<file path="config.mk">
export PLATFORM = sky130hd
export DESIGN_NAME = alpha_mem_arbiter
export DESIGN_NICKNAME = d
export VERILOG_FILES = /design/src/rtl/alpha_pkg.sv /design/src/rtl/alpha_rr_pick2.sv /design/src/rtl/alpha_mem_arbiter.sv
export SDC_FILE = /design/constraint.sdc
export NUM_CORES = 1
export LEC_CHECK = 0
export BUFFER_PORTS_ARGS = -buffer_cell sky130_fd_sc_hd__buf_2
export CELL_PAD_IN_SITES_DETAIL_PLACEMENT = 0
export CELL_PAD_IN_SITES_GLOBAL_PLACEMENT = 1
export CORE_MARGIN = 4
export CORE_UTILIZATION = 18
export CTS_CLUSTER_SIZE = 10
export DETAILED_ROUTE_END_ITERATION = 16
export PLACE_DENSITY = 0.95
export RECOVER_POWER = 25
export SYNTH_ARGS = -nofsm -noshare
export SYNTH_HDL_FRONTEND = slang
export SYNTH_SLANG_ARGS = --single-unit
</file>
<file path="constraint.sdc">
create_clock -name clk -period 2.91 [get_ports clk]
set_input_delay 0.873 -clock clk [delete_from_list [all_inputs] [get_ports clk]]
set_output_delay 0.873 -clock clk [all_outputs]
set_load 0.01 [all_outputs]
</file>
<file path="src/rtl/alpha_pkg.sv">
// Shared types and widths for the alpha_processor memory-side blocks.
package alpha_pkg;

  localparam int ALPHA_AW = 32;
  localparam int ALPHA_DW = 32;

  typedef enum logic [1:0] {
    IDLE    = 2'd0,
    WAIT_IF = 2'd1,
    WAIT_DM = 2'd2
  } arb_state_t;

  typedef enum logic {
    OWN_IF = 1'b0,
    OWN_DM = 1'b1
  } owner_t;

endpackage

</file>
<file path="src/rtl/alpha_rr_pick2.sv">
// Two-way round-robin pick, purely combinational (zero latency); no backpressure.
// Bit 0 is the IF/first requester and bit 1 is the DM/second requester; 'last' holds the previous owner.
module alpha_rr_pick2
  import alpha_pkg::*;
(
  input  logic [1:0] req,
  input  logic       last,
  output logic [1:0] gnt
);

  always_comb begin
    gnt = req;
    // On a tie, the side that did not own the port last time wins.
    if (req == 2'b11) begin
      gnt = (last == OWN_IF) ? 2'b10 : 2'b01;
    end
  end

endmodule

</file>
<file path="src/rtl/alpha_mem_arbiter.sv">
// Round-robin share of one memory port between fetch and load/store; grant and response are combinational pass-through.
// One transaction is outstanding at a time, and new requests stall until the response or the timeout abort.
module alpha_mem_arbiter
  import alpha_pkg::*;
#(
  parameter int AW      = ALPHA_AW,
  parameter int DW      = ALPHA_DW,
  parameter int TIMEOUT = 255
) (
  input  logic            clk,
  input  logic            reset,
  input  logic            if_req,
  input  logic [AW-1:0]   if_addr,
  output logic            if_gnt,
  output logic            if_rvalid,
  output logic [DW-1:0]   if_rdata,
  input  logic            dm_req,
  input  logic            dm_we,
  input  logic [DW/8-1:0] dm_be,
  input  logic [AW-1:0]   dm_addr,
  input  logic [DW-1:0]   dm_wdata,
  output logic            dm_gnt,
  output logic            dm_rvalid,
  output logic [DW-1:0]   dm_rdata,
  output logic            mem_req,
  output logic            mem_we,
  output logic [DW/8-1:0] mem_be,
  output logic [AW-1:0]   mem_addr,
  output logic [DW-1:0]   mem_wdata,
  input  logic            mem_gnt,
  input  logic            mem_rvalid,
  input  logic [DW-1:0]   mem_rdata,
  output logic            err,
  output logic            busy
);

  // The counter only has to reach TIMEOUT-1.
  localparam int CW = (TIMEOUT < 2) ? 1 : $clog2(TIMEOUT);
  localparam logic [CW-1:0] CNT_LAST = CW'(TIMEOUT - 1);

  arb_state_t     state_q, state_d;
  owner_t         last_q, last_d;
  logic [CW-1:0]  cnt_q, cnt_d;
  logic [1:0]     pick;
  logic           timed_out;

  alpha_rr_pick2 u_pick (
    .req  ({dm_req, if_req}),
    .last (last_q),
    .gnt  (pick)
  );

  assign timed_out = (cnt_q == CNT_LAST);

  always_ff @(posedge clk or negedge reset) begin
    if (!reset) begin
      state_q <= IDLE;
      last_q  <= OWN_IF;
      cnt_q   <= '0;
    end else begin
      state_q <= state_d;
      last_q  <= last_d;
      cnt_q   <= cnt_d;
    end
  end

  always_comb begin
    state_d = state_q;
    last_d  = last_q;
    cnt_d   = cnt_q;
    case (state_q)
      IDLE: begin
        if ((|pick) && mem_gnt) begin
          state_d = pick[1] ? WAIT_DM : WAIT_IF;
          last_d  = pick[1] ? OWN_DM : OWN_IF;
          cnt_d   = '0;
        end
      end
      WAIT_IF, WAIT_DM: begin
        cnt_d = cnt_q + CW'(1);
        if (mem_rvalid || timed_out) begin
          state_d = IDLE;
        end
      end
      default: state_d = IDLE;
    endcase
  end

  // Outputs are gated by reset so an asserted reset silences the port immediately.
  always_comb begin
    if_gnt    = 1'b0;
    if_rvalid = 1'b0;
    if_rdata  = '0;
    dm_gnt    = 1'b0;
    dm_rvalid = 1'b0;
    dm_rdata  = '0;
    mem_req   = 1'b0;
    mem_we    = 1'b0;
    mem_be    = '0;
    mem_addr  = '0;
    mem_wdata = '0;
    err       = 1'b0;
    busy      = 1'b0;
    if (reset) begin
      busy = (state_q != IDLE);
      case (state_q)
        IDLE: begin
          mem_req = |pick;
          if (pick[0]) begin
            mem_be   = '1;
            mem_addr = if_addr;
            if_gnt   = mem_gnt;
          end else if (pick[1]) begin
            mem_we    = dm_we;
            mem_be    = dm_be;
            mem_addr  = dm_addr;
            mem_wdata = dm_wdata;
            dm_gnt    = mem_gnt;
          end
        end
        WAIT_IF: begin
          if_rvalid = mem_rvalid || timed_out;
          if_rdata  = mem_rvalid ? mem_rdata : '0;
          err       = !mem_rvalid && timed_out;
        end
        WAIT_DM: begin
          dm_rvalid = mem_rvalid || timed_out;
          dm_rdata  = mem_rvalid ? mem_rdata : '0;
          err       = !mem_rvalid && timed_out;
        end
        default: ;
      endcase
    end
  end

endmodule
</file>
==> results of run 1 <==
==> synth_stat cells (all sizes together) <==
library cell | n | area [um2]
a211o | 1 | 8.76
nor2 | 109 | 409
nor2b | 2 | 12.5
a21oi | 6 | 30.0
and4 | 2 | 20.0
xnor2 | 2 | 17.5
buf | 13 | 66.3
o31ai | 2 | 15.0
a311o | 1 | 10.0
ha | 5 | 62.6
and3 | 1 | 6.26
nand2b | 2 | 12.5
a211oi | 2 | 20.0
inv | 6 | 22.5
nand2 | 50 | 188
and2 | 35 | 219
clkbuf | 12 | 45.0
dfrtp | 11 | 275
a22oi | 32 | 240
a221oi | 1 | 8.76
o21ai | 9 | 45.0
nand3 | 5 | 25.0
a2bb2oi | 1 | 8.76
nand4 | 2 | 27.5
o211ai | 2 | 15.0
a21boi | 1 | 11.3
xor2 | 1 | 8.76
==> flip-flops by register name, indices dropped and copies added (netlist names) <==
register	cells
cnt_q	8
last_q	1
state_q	2
==> cell type report <==
class	count	share of cell area [%]
Timing Repair Buffer	290	43.9
Multi-Input combinational cell	274	41.3
Sequential cell	11	8.00
Tap cell	133	4.84
Clock buffer	4	1.31
Inverter	6	0.655
Antenna cell	1	0.0727
==> kinds of logic (layout without fill, tap and decap cells) <==
family	Yosys count	in the layout	synth area share, %
compound gates	58	58	22.6
xor+xnor	3	3	1.44
fa+ha+maj	5	5	3.42
buf+inv	31	300	7.31
flops	11	11	15.0
other cells	0	1	0
simple gates	208	208	50.2
==> layer usage <==
metal	track usage (%)	vias up	part of all wire [%]
li1	-	1578	-
met1	16.4	1394	37
met2	26.0	180	52
met3	2.31	8	10
met4	3.97	0	1.2
met5	0	-	0
==> critical path, delay by kind of cell <==
family	cells	cell delay (ns)
buf+inv	3	0.46
simple gates	4	0.53
==> metrics by stage <==
| stage | util (%) | hold WS, ns |
|---|---|---|
| floorplan | - | 0.466 |
| global placement | 35.1 | 0.500 |
| detailed placement | 35.1 | 0.511 |
| CTS | 35.6 | 0.446 |
| global route | 35.0 | 0.455 |
| finish | 35.0 | 0.447 |
==> worst min-delay path by stage <==
| stage | from | endpoint | cells past startpoint |
|---|---|---|---|
| floorplan | cnt_q[5] | cnt_q[5] | 1 |
| global placement | cnt_q[5] | cnt_q[5] | 1 |
| detailed placement | cnt_q[5] | cnt_q[5] | 1 |
| CTS | reset | state_q[1] | 1 |
| global route | reset | state_q[1] | 1 |
| finish | reset | state_q[1] | 1 |
==> power groups by stage <==
stage / logic [mW] / clock network, mW / registers (mW)
after detailed placement: 1.19 / 0 / 0.240
final: 1.15 / 0.159 / 0.237
after global routing: 1.29 / 0.168 / 0.245
after CTS: 1.20 / 0.165 / 0.237
after global placement: 1.20 / 0 / 0.239
after floorplan: 0.691 / 0 / 0.226
==> key figures, run 1 <==
Status
  • Status: finished, final reports clean

STA
  • Pins Over Slew Limit: 0
  • RSZ-0062 raised after global routing: false
  • Layout Skew: 0.00238 ns
  • Worst slew margin relative to its limit: between 50% and 60%
  • Peak Freq: 0.365 GHz
  • Minimum clock period: ~2.7 ns
  • Final worst path period share: a little over nine tenths
  • # setup viols final: 0
  • Setup tns final: 0 ns
  • Slew at the pin closest to its max-slew limit: between 0.6 and 0.7 ns
  • Endpoints failing hold: 0
  • Post-route setup slack: between 0.15 and 0.2 ns

Critical path
  • RR Endpoint: cnt_q[5]
  • CP Capture Point: mem_wdata[15]
  • Critical path type: primary input to output pin
  • Crit path DAT: 1.87 ns
  • FF-to-FF path depth: 7
  • CP max stage delay: around 0.21 ns
  • Crit path max fanout: 33
  • Setup crit end kind: output pin
  • Flop2flop setup slack: approximately 0.96 ns
  • Slowest CP cell: nor2_1
  • Cells along the critical path: buf_2, nand2_1, nand2_1, nor2_1, buf_12, and2_1, buf_2
  • CP startpoint: if_req
  • Critical R2R Launch: state_q[0]
  • Kind of start point of the critical path: primary input
  • Critical Path RT: around 2.0 ns

Route
  • DR vias: between 3,000 and 4,000
  • Post-route ant nets: 0
  • Initial DRC count: around 270
  • Vias per std cell: 4.39
  • Total detailed-routing wirelength: about 9.5 mm
  • Post-DR wirelength/cell: between 10 and 15 um
  • Drt first pass iters: 5
  • DRC errors left: 0

Placed design
  • RD Place Congestion: 0.833
  • IO buf count: 278
  • Post-DP Area: around 3400 um2
  • Placed instance count: approximately 710
  • DP Worst Slack: between 0.15 and 0.2 ns
  • Post-DP HPWL: 7.95 mm

Cells and area
  • Most frequent cells in the layout: buf_2 (266), nor2_1 (109), nand2_1 (50)
  • FF+latch area: roughly 280 um2
  • Non-Filler Instances: 719
  • Multi-input gate area in the final layout: around 1400 um2
  • Design area: 3440 um2
  • Synth-to-Final Area Change: 88.0%
  • Count of nets after finishing: 730
  • FILL cells: 1,098
  • Most common cell after layout, fill and taps aside: buf_2
  • Share of layout cells above drive strength 1: about half

Global route
  • Vias in the first global route: a little under 3,000
  • Largest net degree at the start of global routing: 38
  • Antenna violations before repair: 1
  • Grt total ovfl: 0
  • Global-route wire length before repair: between 10 and 15 mm
  • GRT Total Usage: 14.0%

Power and ir drop
  • LEAKAGE: 2.06 nW
  • Net Sw Frac: roughly half
  • P_sw: 793 uW
  • Reg power frac: 15.4%
  • Pwr dens: roughly 450 nW/um2
  • Overall Power: 1.55 mW
  • Cell internal pwr: between 700 and 800 uW
  • Clock network fraction of total power: 10.3%
  • Gate power share: 74.4%
  • Peak supply drop: approximately 0.00034 V

Floorplanning
  • Site Rows: 36
  • IO Count: 279
  • Die height: approximately 110 um
  • Die ar.: about 12,000 um2
  • Initial core utilization: between 10% and 20%
  • Core ar.: about 10000 um2
  • DIE WIDTH: 109 um

Clocking
  • H-tree lvl count: 1
  • Resize count post-CTS: 0
  • Clk sinks: 11
  • Setup bufs post-CTS: 0
  • CTS buffer count: 3
  • Hold-fix buffers, CTS: 0
  • Clock insertion delay at the later pin of the skew report: ~0.24 ns
  • CTS root buffer: clkbuf_8
  • CTS tree: done
  • Clock-pin transition on the worst setup and hold timing paths: ~0.050 ns
  • Clock buffer depth: 2

Synth
  • Synthesized area: approximately 1800 um2
  • Mapped Cells: around 320
  • Mapped Avg Cell Area: slightly below 6 um2
  • Ys Warns: 0
  • Seq/Total Area, Yosys: 15.0%
  • Syn Nets: between 400 and 500
  • Yosys reg bits: 11
  • Synth unique cells: 33

Worst hold path
  • Hold Path Class: primary input to async pin

Run
  • Max-cap violations: 0
(Power assumes the default switching activity.)
==> run 2: changes to the inputs <==
CORE_UTILIZATION = 16   (was 18)
PLACE_DENSITY = 0.86   (was 0.95)
clock period = 2.9 ns   (was 2.91 ns; I/O delays follow)
==> run 2 against run 1 <==
  * Clock power up 60%
  * Register-to-register slack better by 0.18 ns
  * First-iteration DRC count fell by 28%
  * Largest power group unchanged
  * Via count fell by 2.2%
  * Largest cell class unchanged
==> key figures, run 2 (same netlist as run 1, synthesis figures left out) <==
Status
  • Status: finished, final reports clean

Global route
  • Vias in the first global route: 2,776 (-3.7%)
  • Global-route wire length before repair: 13.4 mm (-0.67%)
  • Antenna violations before repair: 0 (-1)
  • GRT Total Usage: 12.1% (-2.0 points)
  • Grt total ovfl: 0 (unchanged)
  • Largest net degree at the start of global routing: 38 (unchanged)

Route
  • DRC errors left: 0 (unchanged)
  • Total detailed-routing wirelength: 9.35 mm (-1.1%)
  • Post-route ant nets: 0 (unchanged)
  • Post-DR wirelength/cell: 12.9 um (-1.9%)
  • Drt first pass iters: 4 (-1)
  • Vias per std cell: 4.26 (-3.0%)
  • DR vias: 3,092 (-2.2%)
  • Initial DRC count: 194 (-28%)

Power and ir drop
  • P_sw: 814 uW (+2.7%)
  • Overall Power: 1.67 mW (+7.8%)
  • Gate power share: 70.4% (-4.0 points)
  • Peak supply drop: 0.000268 V (-21%)
  • Net Sw Frac: 48.8% (-2.4 points)
  • Cell internal pwr: 853 uW (+13%)
  • Reg power frac: 14.3% (-1.1 points)
  • Pwr dens: 477 nW/um2 (+6.1%)
  • LEAKAGE: 2.08 nW (+1.1%)
  • Clock network fraction of total power: 15.3% (+5.0 points)

Cells and area
  • Share of layout cells above drive strength 1: 48.2% (-0.17 points)
  • Non-Filler Instances: 725 (+0.83%)
  • FF+latch area: 275 um2 (unchanged)
  • Count of nets after finishing: 730 (unchanged)
  • Multi-input gate area in the final layout: 1420 um2 (unchanged)
  • FILL cells: 1,264 (+15%)
  • Synth-to-Final Area Change: 90.9%
  • Number of flip-flops in the largest register: 8 (unchanged)
  • Largest reg by FF count: cnt_q
  • Most common cell after layout, fill and taps aside: buf_2
  • Ant. Diodes: 0 (-1)
  • Most frequent cells in the layout: buf_2 (264), nor2_1 (109), nand2_1 (50)
  • Largest registers: cnt_q x8, state_q x2, last_q x1

Clocking
  • Clock buffer depth: 2 (unchanged)
  • Hold-fix buffers, CTS: 0 (unchanged)
  • CTS root buffer: clkbuf_16
  • Resize count post-CTS: 0 (unchanged)
  • Clock-pin transition on the worst setup and hold timing paths: 0.04 ns (about the same)
  • Clk sinks: 11 (unchanged)
  • CTS tree: done
  • CTS buffer count: 3 (unchanged)
  • Setup bufs post-CTS: 0 (unchanged)
  • H-tree lvl count: 1 (unchanged)
  • Clock insertion delay at the later pin of the skew report: 0.24 ns (about the same)

Worst hold path
  • Hold path cells: 1
  • Worst Min Path Start: cnt_q[5]
  • Hold Path Class: flop to flop
  • Hold Path Sink: cnt_q[5]

STA
  • # setup viols final: 0 (unchanged)
  • Endpoints failing hold: 0 (unchanged)
  • Final worst path period share: a little over nine tenths
  • Worst slew margin relative to its limit: 73.6% (+14 points)
  • Slew at the pin closest to its max-slew limit: 0.391 ns (-0.210 ns)
  • RSZ-0062 raised after global routing: false
  • Setup tns final: 0 ns (unchanged)
  • Pins Over Slew Limit: 0 (unchanged)
  • Layout Skew: 0.00223 ns (-0.000155 ns)
  • Peak Freq: between 0.3 and 0.4 GHz
  • Minimum clock period: 2.73 ns

Critical path
  • Slowest CP cell: buf_4
  • Critical R2R Launch: state_q[0]
  • Critical path type: primary input to output pin
  • Crit path max fanout: 33 (unchanged)
  • Delay-heaviest family, CP: buffers and inverters
  • Critical Path RT: 2.03 ns (about the same)
  • Setup crit end kind: output pin
  • Crit path DAT: 1.86 ns (about the same)
  • FF-to-FF path depth: 7 (unchanged)
  • CP max stage delay: 0.25 ns (+0.04 ns)
  • Kind of start point of the critical path: primary input
  • Flop2flop setup slack: 1.14 ns (+0.18 ns)
  • CP Buf/Inv Count: 4 (+1)
  • Cells along the critical path: clkbuf_1, buf_4, nand2_1, buf_4, nor2_1, clkbuf_1
  • RR Endpoint: cnt_q[4]

Placed design
  • IO buf count: 278 (unchanged)
  • Placed instance count: 721 (+0.98%)
  • RD Place Congestion: 0.805 (-3.3%)
  • Post-DP HPWL: 7.79 mm (-2.0%)

Floorplanning
  • DIE WIDTH: 115 um (+5.6%)
  • Site Rows: 38 (+5.6%)
  • Die ar.: 13,200 um2 (+12%)
  • Die height: 115 um (+5.6%)
  • Initial core utilization: 16.6% (-2.0 points)
  • IO Count: 279 (unchanged)
  • Core ar.: 11,000 um2 (+12%)

Run
  • Max-cap violations: 0 (unchanged)
run 2: cell types whose count changed in the layout (fill, tap and decap cells not counted):
cell | before | now
buf_12 | 4 | 5
buf_2 | 266 | 264
clkbuf_1 | 15 | 16
clkbuf_16 | 0 | 3
clkbuf_8 | 3 | 0
diode_2 | 1 | 0
run 2: worst max path at each step:
stage | from | end | slack, ns | cells past startpoint
after floorplan | dm_req | mem_wdata[10] | 0.38 | 5
after global placement | if_req | mem_addr[17] | 0.20 | 6
after detailed placement | dm_req | mem_addr[17] | 0.19 | 7
after CTS | if_req | mem_addr[17] | 0.18 | 6
after global routing | reset | dm_rdata[24] | 0.03 | 6
final | reset | dm_rdata[8] | 0.17 | 6
run 2: per-stage QoR:
step | setup WS (ns) | hold slack (ns) | cell area [um2] | utilization, %
CTS | 0.184 | 0.507 | 3550 | 32.1
global route | 0.0339 | 0.545 | 3490 | 31.7
finish | 0.174 | 0.510 | 3490 | 31.7
detailed placement | 0.194 | 0.502 | 3470 | 31.4
global placement | 0.199 | 0.503 | 3470 | 31.4
floorplan | 0.382 | 0.466 | 1830 | -
run 2: cell type report:
class / count / area share [%]
Timing Repair Buffer: 290 / 43.6
Inverter: 6 / 0.644
Tap cell: 140 / 5.01
Clock buffer: 4 / 2.26
Multi-Input combinational cell: 274 / 40.6
Sequential cell: 11 / 7.88
run 2: worst register-to-register path, cell delays in order (launching register included):
cell	delay, ns
dfrtp_1	0.40
inv_1	0.11
ha_1	0.18
buf_4	0.17
o211ai_1	0.16
and2_0	0.30
o21ai_0	0.21
o31ai_1	0.10
run 2: layer usage:
metal / wire length, um / vias to the layer above / track usage [%] / part of all wire, %
met5: 0 / - / 0 / 0
met4: 72 / 0 / 1.96 / 0.77
met3: 773 / 7 / 1.58 / 8.3
met2: 4710 / 145 / 21.3 / 50
met1: 3800 / 1355 / 15.9 / 41
li1: - / 1585 / - / -
run 2: power groups by stage:
stage | Combinational [mW] | Sequential [mW] | Clock (mW)
floorplan | 0.693 | 0.227 | 0
global placement | 1.23 | 0.240 | 0
detailed placement | 1.22 | 0.241 | 0
CTS | 1.23 | 0.239 | 0.261
global route | 1.30 | 0.247 | 0.270
finish | 1.17 | 0.238 | 0.255
==> run 3: changes to the inputs <==
CORE_MARGIN = not set   (was 4)
CTS_CLUSTER_SIZE = not set   (was 10)
RECOVER_POWER = 100   (was 25)
==> run 3 against run 2 <==
  * Clock power increased by 3%
  * Count of clock-buffer cells in the layout is the same
  * Core utilization down 0.93 points
  * Final area decreased by 3.4%
  * Sequential power about the same
  * Cell count rose by 0.28%
  * First-iteration DRC count decreased by 16%
  * Sequential share of layout area up 0.27 points
==> key figures, run 3 (same netlist as run 1, synthesis figures left out) <==
Critical path
  • Crit path DAT: 1.89 ns (+0.03 ns)
  • Crit path max fanout: 32 (-3.0%)
  • Delay-heaviest family, CP: buffers and inverters
  • Critical path type: primary input to output pin
  • Cells along the critical path: buf_2, inv_1, a21oi_1, buf_12, a22oi_1, nor2_1, clkbuf_1
  • CP max stage delay: 0.22 ns (-0.03 ns)
  • CP Buf/Inv Count: 4 (unchanged)
  • Setup crit end kind: output pin
  • Critical Path RT: 2.03 ns (about the same)
  • Slowest CP cell: buf_12
  • Kind of start point of the critical path: primary input

Floorplanning
  • IO Count: 279 (unchanged)
  • Die height: 109 um (-5.2%)
  • Site Rows: 38 (unchanged)
  • Die ar.: 11,900 um2 (-10%)
  • Initial core utilization: 16.7% (+0.072 points)
  • Core ar.: 11,000 um2 (-0.43%)
  • DIE WIDTH: 109 um (-5.2%)

Global route
  • Largest net degree at the start of global routing: 38 (unchanged)
  • Antenna violations before repair: 1 (+1)
  • Grt total ovfl: 0 (unchanged)
  • Vias in the first global route: 2,455 (-12%)
  • Global-route wire length before repair: 12.0 mm (-11%)
  • GRT Total Usage: 12.7% (+0.66 points)

STA
  • Final worst path period share: 95.2% (+1.2 points)
  • Peak Freq: 0.362 GHz (-1.3%)
  • Worst hold slack: 0.515 ns (+0.00489 ns)
  • Pins Over Slew Limit: 0 (unchanged)
  • Setup tns final: 0 ns (unchanged)
  • Slew at the pin closest to its max-slew limit: 0.413 ns (+0.0216 ns)
  • Minimum clock period: 2.76 ns (+0.0356 ns)
  • Worst slew margin relative to its limit: 72.5% (-1.2 points)
  • Layout Skew: 0.00203 ns (-0.000195 ns)
  • Post-route setup slack: 0.139 ns (-0.0356 ns)
  • Endpoints failing hold: 0 (unchanged)
  • # setup viols final: 0 (unchanged)
  • RSZ-0062 raised after global routing: false

Worst hold path
  • Hold Path Class: flop to flop

Placed design
  • IO buf count: 278 (unchanged)
  • RD Place Congestion: 0.781 (-3.0%)
  • DP Worst Slack: 0.223 ns (+0.0290 ns)
  • Placed instance count: 723 (+0.28%)
  • Post-DP Area: 3470 um2 (about the same)
  • Post-DP HPWL: 7.01 mm (-10%)

Cells and area
  • Largest registers: cnt_q x8, state_q x2, last_q x1
  • Share of layout cells above drive strength 1: 31.0% (-17 points)
  • Synth-to-Final Area Change: 84.5%
  • Design area: 3380 um2 (-3.4%)
  • Count of nets after finishing: 732 (+0.27%)
  • Post-layout util: 30.7% (-0.93 points)
  • Number of flip-flops in the largest register: 8 (unchanged)
  • Most common cell after layout, fill and taps aside: buf_2
  • Largest reg by FF count: cnt_q
  • Ant. Diodes: 0 (unchanged)
  • Non-Filler Instances: 727 (+0.28%)
  • Most frequent cells in the layout: buf_2 (163), clkbuf_1 (117), nor2_1 (109)

Route
  • Total detailed-routing wirelength: 8.72 mm (-6.8%)
  • Post-route ant nets: 0 (unchanged)
  • DRC errors left: 0 (unchanged)
  • DR vias: 3,071 (-0.68%)
  • Vias per std cell: 4.22 (-0.95%)
  • Post-DR wirelength/cell: 12.0 um (-7.0%)
  • Drt first pass iters: 4 (unchanged)
  • Initial DRC count: 162 (-16%)

Clocking
  • CTS buffer count: 3 (unchanged)
  • Clk sinks: 11 (unchanged)
  • Clock-pin transition on the worst setup and hold timing paths: 0.04 ns (about the same)
  • Resize count post-CTS: 0 (unchanged)
  • Setup bufs post-CTS: 0 (unchanged)
  • CTS root buffer: clkbuf_16
  • CTS tree: done
  • H-tree lvl count: 1 (unchanged)
  • Clock buffer depth: 2 (unchanged)
  • Hold-fix buffers, CTS: 0 (unchanged)
  • Clock insertion delay at the later pin of the skew report: 0.24 ns (about the same)

Power and ir drop
  • Overall Power: 1.62 mW (-2.5%)
  • LEAKAGE: 1.66 nW (-20%)
  • Peak supply drop: 0.000407 V (+52%)
  • Pwr dens: 481 nW/um2 (+0.85%)

Run
  • Max-cap violations: 0 (unchanged)

Status
  • Status: finished, final reports clean
-- run 3: changes by cell type in the layout (fill, tap and decap cells not counted), sizes merged --
cell	delta
buf	-100
clkbuf	+102
-- run 3: final cells by class --
| type | instances | area [um2] |
|---|---|---|
| fillers | 1293 | 7610 |
| multi-input cells | 274 | 1420 |
| repair buffers | 292 | 1410 |
| flip-flops and latches | 11 | 275 |
| well taps | 140 | 175 |
| clock buffers | 4 | 78.8 |
| inverters | 6 | 22.5 |
-- run 3: worst register-to-register path: stages, from the launching register on --
cell	delay (ns)
dfrtp_1	0.39
inv_1	0.11
ha_1	0.19
clkbuf_1	0.32
o211ai_1	0.23
and2_0	0.30
o21ai_0	0.20
o31ai_1	0.09
-- run 3: final timing paths --
kind,from,to,slack [ns],depth (start not counted)
max in group asynchronous,reset,cnt_q[1],1.97,3
min,cnt_q[5],cnt_q[5],0.52,1
min in group asynchronous,reset,cnt_q[3],0.62,2
max,dm_req,mem_addr[27],0.14,7
max reg2reg,state_q[0],cnt_q[4],0.96,7
min reg2reg,cnt_q[5],cnt_q[5],0.52,1
-- run 3: where the power goes --
part | switching [mW] | internal [mW] | total (mW)
sequential | 0.0434 | 0.192 | 0.236
clock | 0.0768 | 0.185 | 0.262
combinational | 0.692 | 0.435 | 1.13
total | 0.812 | 0.812 | 1.62
-- run 3: per-layer routing --
layer | global-route usage, % | part of all wire [%] | vias to the layer above | wire [um]
li1 | - | - | 1583 | -
met1 | 16.1 | 42 | 1347 | 3650
met2 | 22.8 | 51 | 131 | 4460
met3 | 1.08 | 5.9 | 10 | 518
met4 | 3.38 | 1.1 | 0 | 93
met5 | 0 | 0 | - | 0
